**config.mk**
```make
export PLATFORM = sky130hd
export DESIGN_NAME = rr_sel_arbiter_32_flat
export DESIGN_NICKNAME = d
export VERILOG_FILES = /design/src/rtl/arb_pkg.sv /design/src/rtl/rr_sel_arbiter_32_if.sv /design/src/rtl/rr_pick.sv /design/src/rtl/rr_sel_arbiter_32.sv /design/src/flat_wrapper.sv
export SDC_FILE = /design/constraint.sdc
export NUM_CORES = 1
export LEC_CHECK = 0
export CAP_MARGIN = 10
export CORE_UTILIZATION = 30
export DETAILED_ROUTE_END_ITERATION = 6
export DONT_BUFFER_PORTS = 1
export SYNTH_ARGS = -nofsm -noshare
export SYNTH_HDL_FRONTEND = slang
export SYNTH_SLANG_ARGS = --single-unit
export TNS_END_PERCENT = 5
```
**constraint.sdc**
```tcl
create_clock -name clk -period 6.61 [get_ports clk]
set_input_delay 1.6525 -clock clk [delete_from_list [all_inputs] [get_ports clk]]
set_output_delay 1.6525 -clock clk [all_outputs]
set_load 0.005 [all_outputs]
```
**src/rtl/arb_pkg.sv**
```systemverilog
`default_nettype none
// ------------------------------------------------------------------
// arb_pkg: shared sizes and FSM state type for rr_sel_arbiter_32
// Rev 1.0
// ------------------------------------------------------------------
package arb_pkg;

  localparam int ARB_N    = 32;
  localparam int ARB_SELW = 5;

  typedef enum logic {
    IDLE  = 1'b0,
    GRANT = 1'b1
  } arb_state_t;

endpackage
`default_nettype wire

```
**src/rtl/rr_sel_arbiter_32_if.sv**
```systemverilog
`default_nettype none
// ------------------------------------------------------------------
// rr_sel_arbiter_32_if: requester/arbiter handshake and mux select bus
// Rev 1.0
// ------------------------------------------------------------------
interface rr_sel_arbiter_32_if
  import arb_pkg::*;
#(
  parameter int N    = ARB_N,
  parameter int SELW = ARB_SELW
);

  logic [N-1:0]    req;
  logic            release_i;
  logic [N-1:0]    grant;
  logic [SELW-1:0] sel;
  logic            sel_valid;
  logic            preempt;

  modport master (
    output req, release_i,
    input  grant, sel, sel_valid, preempt
  );

  modport slave (
    input  req, release_i,
    output grant, sel, sel_valid, preempt
  );

endinterface
`default_nettype wire

```
**src/rtl/rr_pick.sv**
```systemverilog
`default_nettype none
// ------------------------------------------------------------------
// rr_pick: first set bit of req searched circularly upward from ptr
// Rev 1.0
// ------------------------------------------------------------------
module rr_pick
  import arb_pkg::*;
#(
  parameter int N    = ARB_N,
  parameter int SELW = ARB_SELW
) (
  input  logic [N-1:0]    req,
  input  logic [SELW-1:0] ptr,
  output logic [SELW-1:0] idx,
  output logic            found
);

  logic [N-1:0]    rot;
  logic [SELW-1:0] first;

  // Rotate right by ptr; SELW-bit index arithmetic wraps modulo N.
  always_comb begin
    rot = '0;
    for (int i = 0; i < N; i++) begin
      rot[i] = req[SELW'(i) + ptr];
    end
  end

  always_comb begin
    first = '0;
    for (int i = N - 1; i >= 0; i--) begin
      if (rot[i]) begin
        first = SELW'(i);
      end
    end
  end

  assign idx   = first + ptr;
  assign found = |req;

endmodule
`default_nettype wire

```
**src/rtl/rr_sel_arbiter_32.sv**
```systemverilog
`default_nettype none
// ------------------------------------------------------------------
// rr_sel_arbiter_32: round-robin owner of a shared 32:1 select mux
// Rev 1.0
// ------------------------------------------------------------------
module rr_sel_arbiter_32
  import arb_pkg::*;
#(
  parameter int N        = ARB_N,
  parameter int SELW     = ARB_SELW,
  parameter int MAX_HOLD = 16
) (
  input  logic              clk,
  input  logic              reset_n,
  rr_sel_arbiter_32_if.slave bus
);

  localparam int                HCW         = $clog2(MAX_HOLD);
  localparam logic [HCW-1:0]    c_hold_last = HCW'(MAX_HOLD - 1);
  localparam logic [N-1:0]      c_one       = N'(1);

  arb_state_t      state_q, state_d;
  logic [SELW-1:0] ptr_q, ptr_d;
  logic [HCW-1:0]  hold_cnt_q, hold_cnt_d;
  logic [N-1:0]    grant_q, grant_d;
  logic [SELW-1:0] sel_q, sel_d;
  logic            sel_valid_q, sel_valid_d;
  logic            preempt_q, preempt_d;

  logic [N-1:0]    pick_req;
  logic [SELW-1:0] pick_ptr;
  logic [SELW-1:0] pick_idx;
  logic            pick_found;
  logic            end_rel, end_wd, end_to, end_any;

  // grant_q is zero in IDLE, so the owner mask only bites during handover.
  assign pick_req = bus.req & ~grant_q;
  assign pick_ptr = (state_q == GRANT) ? sel_q + SELW'(1) : ptr_q;

  rr_pick #(
    .N    (N),
    .SELW (SELW)
  ) u_pick (
    .req   (pick_req),
    .ptr   (pick_ptr),
    .idx   (pick_idx),
    .found (pick_found)
  );

  assign end_rel = bus.release_i;
  assign end_wd  = ~bus.req[sel_q];
  assign end_to  = (hold_cnt_q == c_hold_last);
  assign end_any = end_rel | end_wd | end_to;

  always_comb begin
    state_d     = state_q;
    ptr_d       = ptr_q;
    hold_cnt_d  = hold_cnt_q;
    grant_d     = grant_q;
    sel_d       = sel_q;
    sel_valid_d = sel_valid_q;
    preempt_d   = 1'b0;
    case (state_q)
      IDLE: begin
        if (pick_found) begin
          state_d     = GRANT;
          grant_d     = c_one << pick_idx;
          sel_d       = pick_idx;
          sel_valid_d = 1'b1;
          hold_cnt_d  = '0;
        end
      end
      GRANT: begin
        if (!end_any) begin
          hold_cnt_d = hold_cnt_q + HCW'(1);
        end else begin
          ptr_d      = pick_ptr;
          // A timeout that coincides with a release or withdrawal is a normal end.
          preempt_d  = end_to & ~end_rel & ~end_wd;
          hold_cnt_d = '0;
          if (pick_found) begin
            grant_d = c_one << pick_idx;
            sel_d   = pick_idx;
          end else begin
            state_d     = IDLE;
            grant_d     = '0;
            sel_valid_d = 1'b0;
          end
        end
      end
      default: begin
        state_d = IDLE;
      end
    endcase
  end

  always_ff @(posedge clk or negedge reset_n) begin
    if (!reset_n) begin
      state_q     <= IDLE;
      ptr_q       <= '0;
      hold_cnt_q  <= '0;
      grant_q     <= '0;
      sel_q       <= '0;
      sel_valid_q <= 1'b0;
      preempt_q   <= 1'b0;
    end else begin
      state_q     <= state_d;
      ptr_q       <= ptr_d;
      hold_cnt_q  <= hold_cnt_d;
      grant_q     <= grant_d;
      sel_q       <= sel_d;
      sel_valid_q <= sel_valid_d;
      preempt_q   <= preempt_d;
    end
  end

  assign bus.grant     = grant_q;
  assign bus.sel       = sel_q;
  assign bus.sel_valid = sel_valid_q;
  assign bus.preempt   = preempt_q;

endmodule
`default_nettype wire

```
**src/flat_wrapper.sv**
```systemverilog
// flat-port wrapper written by rule: the top's interface ports become plain ports
module rr_sel_arbiter_32_flat import arb_pkg::*;
#(
  parameter int N        = ARB_N,
  parameter int SELW     = ARB_SELW,
  parameter int MAX_HOLD = 16
)
  (clk, reset_n, bus_req, bus_release_i, bus_grant, bus_sel, bus_sel_valid, bus_preempt);
  rr_sel_arbiter_32_if #(.N(N), .SELW(SELW)) bus_i ();
  input  logic clk;
  input  logic reset_n;
  input wire logic [$bits(bus_i.req)-1:0] bus_req;
  input wire logic [$bits(bus_i.release_i)-1:0] bus_release_i;
  output wire logic [$bits(bus_i.grant)-1:0] bus_grant;
  output wire logic [$bits(bus_i.sel)-1:0] bus_sel;
  output wire logic [$bits(bus_i.sel_valid)-1:0] bus_sel_valid;
  output wire logic [$bits(bus_i.preempt)-1:0] bus_preempt;
  assign bus_i.req = bus_req;
  assign bus_i.release_i = bus_release_i;
  assign bus_grant = bus_i.grant;
  assign bus_sel = bus_i.sel;
  assign bus_sel_valid = bus_i.sel_valid;
  assign bus_preempt = bus_i.preempt;
  rr_sel_arbiter_32 #(.N(N), .SELW(SELW), .MAX_HOLD(MAX_HOLD)) u_core (.clk(clk), .reset_n(reset_n), .bus(bus_i));
endmodule
```
; Yosys cells after proc, flatten, opt, wreduce, memory -nomap -nowiden
; Cells that the tools add are included.
[totals]
register_bits = 49
input_bits = 35
output_inout_bits = 39
elab_cells = 210
[op_classes]
addsub = 34
n_lt_le_gt_ge = 33
n_eq_ne = 4
shifts = 1
muxes = 118
n_bitwise = 9
reduce_logical = 4
[ops]
columns = cell, n
row1 = $lt 5x6->1 const B, 33
row2 = $mux 5, 35
row3 = $bmux 1 s5, 33
row4 = $mux 32, 3
row5 = $add 5x5->5 const A, 16
row6 = $pmux 32 s2, 1
row7 = $add 4x5->5 const A, 8
row8 = $mux 1, 40
row9 = $and 32x32->32, 1
row10 = $not 32->32, 1
row11 = $reduce_or 32->1, 1
row12 = $shl 1x5->32 const A, 1
row13 = $add 3x5->5 const A, 4
row14 = $add 2x5->5 const A, 2
row15 = $pmux 5 s2, 1
row16 = $mux 4, 2
row17 = $pmux 4 s2, 1
row18 = $add 1x5->5 const A, 1
row19 = $add 5x1->5 const B, 1
row20 = $add 5x5->5, 1
row21 = $add 4x1->4 const B, 1
row22 = $eq 4x4->1 const B, 1
row23 = $ne 2x2->1 const B, 2
row24 = $pmux 1 s2, 2
row25 = other kinds (6), 11

; Depth between registers and ports, before layout
[depth]
word_depth = 42
depth_mapped = 27
ltp_nobuf = 23

; Modules after synthesis
; Synthesis repeated with hierarchy kept, for this count alone.
[unflattened]
hier_cells = 543
area_unflattened_um2 = 6108.4
[modules_own_cells]
columns = module, n_inst, cells_each, area_per_inst_um2, seq_area_each_um2
row1 = rr_pick, 1, 292, 3245.6, 0.0
row2 = rr_sel_arbiter_32, 1, 251, 2862.7, 1226.2

; Worst setup path before layout
; No wires, ideal clock.
[synth_path]
path_kind = register -> register
from = register u_core.sel_q[0] (netlist: u_core.bus.sel[0])
to = register u_core.grant_q[13] (netlist: u_core.bus.grant[13])
setup_time_ns = 0.080
t_arrival_ns = 5.805
t_required_ns = 6.530
path_slack_ns = 0.725
stages_incl_launch_ff = 24
path_buffers = 5
period_less_slack_ns = 5.885
path_cell_list = dfrtp_1 > ha_1 > mux2i_2 > inv_2 > buf_4 > buf_4 > ha_1 > buf_1 > clkbuf_1 > mux4_2 > mux4_2 > mux2_2 > nand2b_4 > nor4_4 > buf_2 > a21boi_1 > ha_1 > o21ai_0 > nand2b_1 > xnor2_1 > nand3_1 > nor2_1 > o2111ai_1 > o211ai_2
[synth_between]
elab_chain_len = 42
word_cells_on_any_way = 142
classes_between = add/sub: 33 / eq/ne: 1 / shift: 1 / mux: 103 / bitwise: 3 / reduce/logical: 1
[synth_lines]
columns = item, line_no
row1 = from (decl), rr_sel_arbiter_32.sv:26  ; logic [SELW-1:0] sel_q, sel_d;
row2 = from (signal assigned), rr_sel_arbiter_32.sv:111  ; sel_q <= sel_d;
row3 = $add 5x1->5 *, rr_sel_arbiter_32.sv:38  ; assign pick_ptr = (state_q == GRANT) ? sel_q + SELW'(1) : ptr_q;
row4 = $mux 5 *, rr_sel_arbiter_32.sv:38
row5 = via u_core.pick_ptr[1], rr_sel_arbiter_32.sv:31  ; logic [SELW-1:0] pick_ptr;
row6 = $add 5x5->5, rr_pick.sv:25  ; rot[i] = req[SELW'(i) + ptr];
row7 = $bmux 1 s5, rr_pick.sv:25
row8 = $mux 1 (not written as such), rr_pick.sv:25
row9 = $mux 5 (32 in series), rr_pick.sv:32  ; if (rot[i]) begin
row10 = $add 5x5->5 *, rr_pick.sv:38  ; assign idx = first + ptr;
row11 = $shl 1x5->32 *, "rr_sel_arbiter_32.sv:67, rr_sel_arbiter_32.sv:82"
row12 = $mux 32, rr_sel_arbiter_32.sv:81  ; if (pick_found) begin
row13 = $mux 32, rr_sel_arbiter_32.sv:74  ; if (!end_any) begin
row14 = $pmux 32 s2 *, rr_sel_arbiter_32.sv:63  ; case (state_q)
row15 = to (signal assigned), rr_sel_arbiter_32.sv:110  ; grant_q <= grant_d;
row16 = to (decl), rr_sel_arbiter_32.sv:25  ; logic [N-1:0] grant_q, grant_d;
; Mark *: on every way through the listed nets, which the timed path passes. The rest lies on a longest branch. The select of a mux whose other input is x is not followed.
; A chain may end at the register's enable or synchronous reset.

; Final worst setup path
[layout_path]
from = input port bus_req[11]
to = register u_core.grant_q[8] (netlist: u_core.bus.grant[8])
[layout_between]
elab_chain_len = 40
word_cells_on_any_way = 112
classes_between = add/sub: 1 / eq/ne: 2 / shift: 1 / mux: 102 / bitwise: 4 / reduce/logical: 2
[layout_lines]
columns = item, line_no
row1 = from (decl), flat_wrapper.sv:12  ; input wire logic [$bits(bus_i.req)-1:0] bus_req;
row2 = $and 32x32->32, rr_sel_arbiter_32.sv:37  ; assign pick_req = bus.req & ~grant_q;
row3 = $bmux 1 s5, rr_pick.sv:25
row4 = $mux 1 (not written as such), rr_pick.sv:25
row5 = $mux 5 (32 in series), rr_pick.sv:32
row6 = $add 5x5->5, rr_pick.sv:38
row7 = $shl 1x5->32, "rr_sel_arbiter_32.sv:67, rr_sel_arbiter_32.sv:82"
row8 = $mux 32, rr_sel_arbiter_32.sv:81
row9 = $mux 32, rr_sel_arbiter_32.sv:74
row10 = $pmux 32 s2, rr_sel_arbiter_32.sv:63
; Parallel ways exist; a longest one is shown, timed or not. The select of a mux whose other input is x is not followed.

==> reports/qor.yml <==
synth_cells: 755
postLayoutSetupSlackWorst_ps: 468
cp_num_buf_inv: 0
clock-sinks: 49
io_buffers: 0
post-route-drc-count: 0
grt_max_degree: 50
hpwl_um: 17400
drv_cap: 0
synth_fp_nets: 799
initialDrtViolationCount: 466
synthesis.area_um2: 6910
synth-async-reset-ratio_pct: 100
num_vias: 6015
ys_warn_count: 0
post_drt_wl_per_cell_um: 21.6
synth-seq-area-share_pct: 17.7
cts_resized: 0
io_pins: 74
path_class: "primary input to flip-flop"
numCtsBuffers: 5
avgViaCountPerCell: 5.86
grt_pass1_wl_um: 34500
first_global_vias: 5938
drive_above_1_share_pct: 19.7
hold_path.class: "flip-flop to flip-flop"
final-max-slew-violation-count: 0
tritoncts: "built"
hold_viol_final: 0
crit_arrival_ps: 6360
grt_remaining_overflow: 0
path_cells: "nor2b_1 -> mux2i_1 -> mux2i_1 -> mux2i_1 -> mux4_2 -> and2_1 -> a2111oi_0 -> o211ai_1 -> a31oi_1 -> ha_1 -> nor2b_1 -> o21ai_0 -> nand2b_1 -> xnor2_1 -> nand2_1 -> nor2_1 -> o2111ai_1 -> o211ai_2"
setup_tns_ps: 0
gp_congestion: 0.915
period_share_pct: 92.9
setup_viol: 0
worst_setup_path_start_kind: "primary input"
worstPathRequired_ps: 6830
grt.total_usage_pct: 18.8
clockBufferDepth: 2
worstSetupEndpointType: "flip-flop"
synth_cell_type_count: 68
core-area_um2: 22600
synthFlopType: "dfrtp_1"
cp_max_fo: 9
netlist.top_cell.by_area: "dfrtp_1"
drtAntennaViolNets: 0
die_y_um: 154
rsz0062_at_grt: "false"
status: "finished, final reports clean"
dr.pass1.iters: 5
worst_pin_slew_ps: 748
synth_edf_count: 0
avgSynthCellArea_um2: 9.15
skew_ps: 6.23
synthDominantCellAreaShare_pct: 17.7
worstSkewPairLatency_ps: 290
dp_slack_ps: 282
cp_top_family: "compound AO/OA/AOI/OAI gates"
period_needed_ps: 6140
fmax_ghz: 0.163
routed_wirelength_um: 22200
netlist_top_cells_area: "dfrtp_1, mux2i_1, mux4_2, nand2_1, o211ai_2"
grt_antenna_before_repair: 0
r2r_slack_ps: 480
path_common_cell: "mux2i_1"
root_buffer: "clkbuf_16"
num_rows: 55
clkTransAtPathRegs_ps: 70
die_area_um2: 23600
nets: 784
cts_setup_buffers: 0
slew_headroom_pct: 49.8
max_stage_delay_ps: 620
slowest_stage: "xnor2_1"
syn2layout_area_growth_pct: 7.06
whs_ps: 480
hold_buffers: 0
htreeDepth: 2
die_x_um: 154
start_util_pct: 30.5
ys_ff_latch: 49
utilization_pct: 32.7
antennaDiodeCount: 0
-- worst paths after layout --
path	startpoint	end	depth (start not counted)
max	bus_req[11]	u_core.bus.grant[8]	18
min	u_core.hold_cnt_q[3]	u_core.hold_cnt_q[3]	1
max reg2reg	u_core.bus.sel[0]	u_core.bus.grant[8]	23
min reg2reg	u_core.hold_cnt_q[3]	u_core.hold_cnt_q[3]	1
max in group asynchronous	reset_n	u_core.bus.grant[8]	0
min in group asynchronous	reset_n	u_core.bus.grant[22]	0
-- per-stage QoR --
| stage | instance area (µm²) | std cells |
|---|---|---|
| 2_1_floorplan | 6910 | 755 |
| 3_3_place_gp | 7210 | 1018 |
| 3_5_place_dp | 7210 | 1018 |
| 4_1_cts | 7400 | 1026 |
| 5_1_grt | 7400 | 1026 |
| 6_report | 7400 | 1026 |
-- logic make-up after synthesis --
kind of cell,Yosys count,synth area share [%]
muxes,171,31.5
DFF,49,17.7
adders and majority gates,9,1.74
and+or+nand+nor,295,21.9
AOI/OAI and AO/OA,139,16.8
buffers and inverters,55,4.38
xor gates and xnor gates,37,5.94
-- placed cells by master, fill, tap and decap left out, drive strengths merged, types with 9 or more instances in the layout --
cell type / count
a21oi: 12
and2: 10
buf: 24
dfrtp: 49
inv: 9
mux2: 23
mux2i: 114
mux4: 34
nand2: 97
nand2b: 27
nand3: 19
nand4: 9
nor2: 62
nor2b: 48
nor4: 9
o2111ai: 33
o211ai: 41
o21ai: 24
xnor2: 27
xor2: 10
-- metal layers --
layer | share of wire (%) | global-route usage (%) | wire [µm]
met1 | 40 | 23.5 | 8920
met2 | 47 | 30.4 | 10500
met3 | 6.4 | 2.96 | 1430
met4 | 6.0 | 11.2 | 1340
met5 | 0 | 0 | 0
-- final cells by class --
| type | instances | area, µm² |
|---|---|---|
| repair buffers | 24 | 180 |
| well taps | 285 | 357 |
| flip-flops and latches | 49 | 1230 |
| multi-input cells | 651 | 5410 |
| clock inverters | 3 | 65.1 |
| inverters | 9 | 38.8 |
| clock buffers | 5 | 125 |
| fillers | 2321 | 15200 |
-- synth_stat cells, types with 3 or more instances --
library cell and instances:
and3_1 4, o21ai_1 6, mux4_2 34, nand2b_1 26, nand2_1 97, ha_1 8
buf_8 3, mux2i_1 113, buf_1 5, o211ai_1 14, buf_6 3, clkbuf_1 19
mux2_2 21, nor2b_1 48, o21ai_0 18, o2111ai_1 33, nand3_1 17, nand4_1 8
dfrtp_1 49, xnor2_2 8, nor2_1 61, nor4_1 8, a211oi_1 4, buf_4 6
nor3_1 4, o31ai_1 3, a21o_1 4, o211ai_2 27, inv_1 5, a21oi_1 11
a31oi_1 3, xor2_1 9, xnor2_1 18, and2_1 10, buf_2 10
-- flip-flops by register name, summed over array words and instances (netlist names) --
| name | flops |
|---|---|
| u_core.hold_cnt_q | 4 |
| u_core.bus.sel_valid | 1 |
| u_core.bus.sel | 5 |
| u_core.ptr_q | 5 |
| u_core.state_q | 1 |
| u_core.bus.grant | 32 |
| u_core.bus.preempt | 1 |
Power is not shown: default switching activity piles up to over one toggle a cycle in this logic, so the estimate is an artifact.
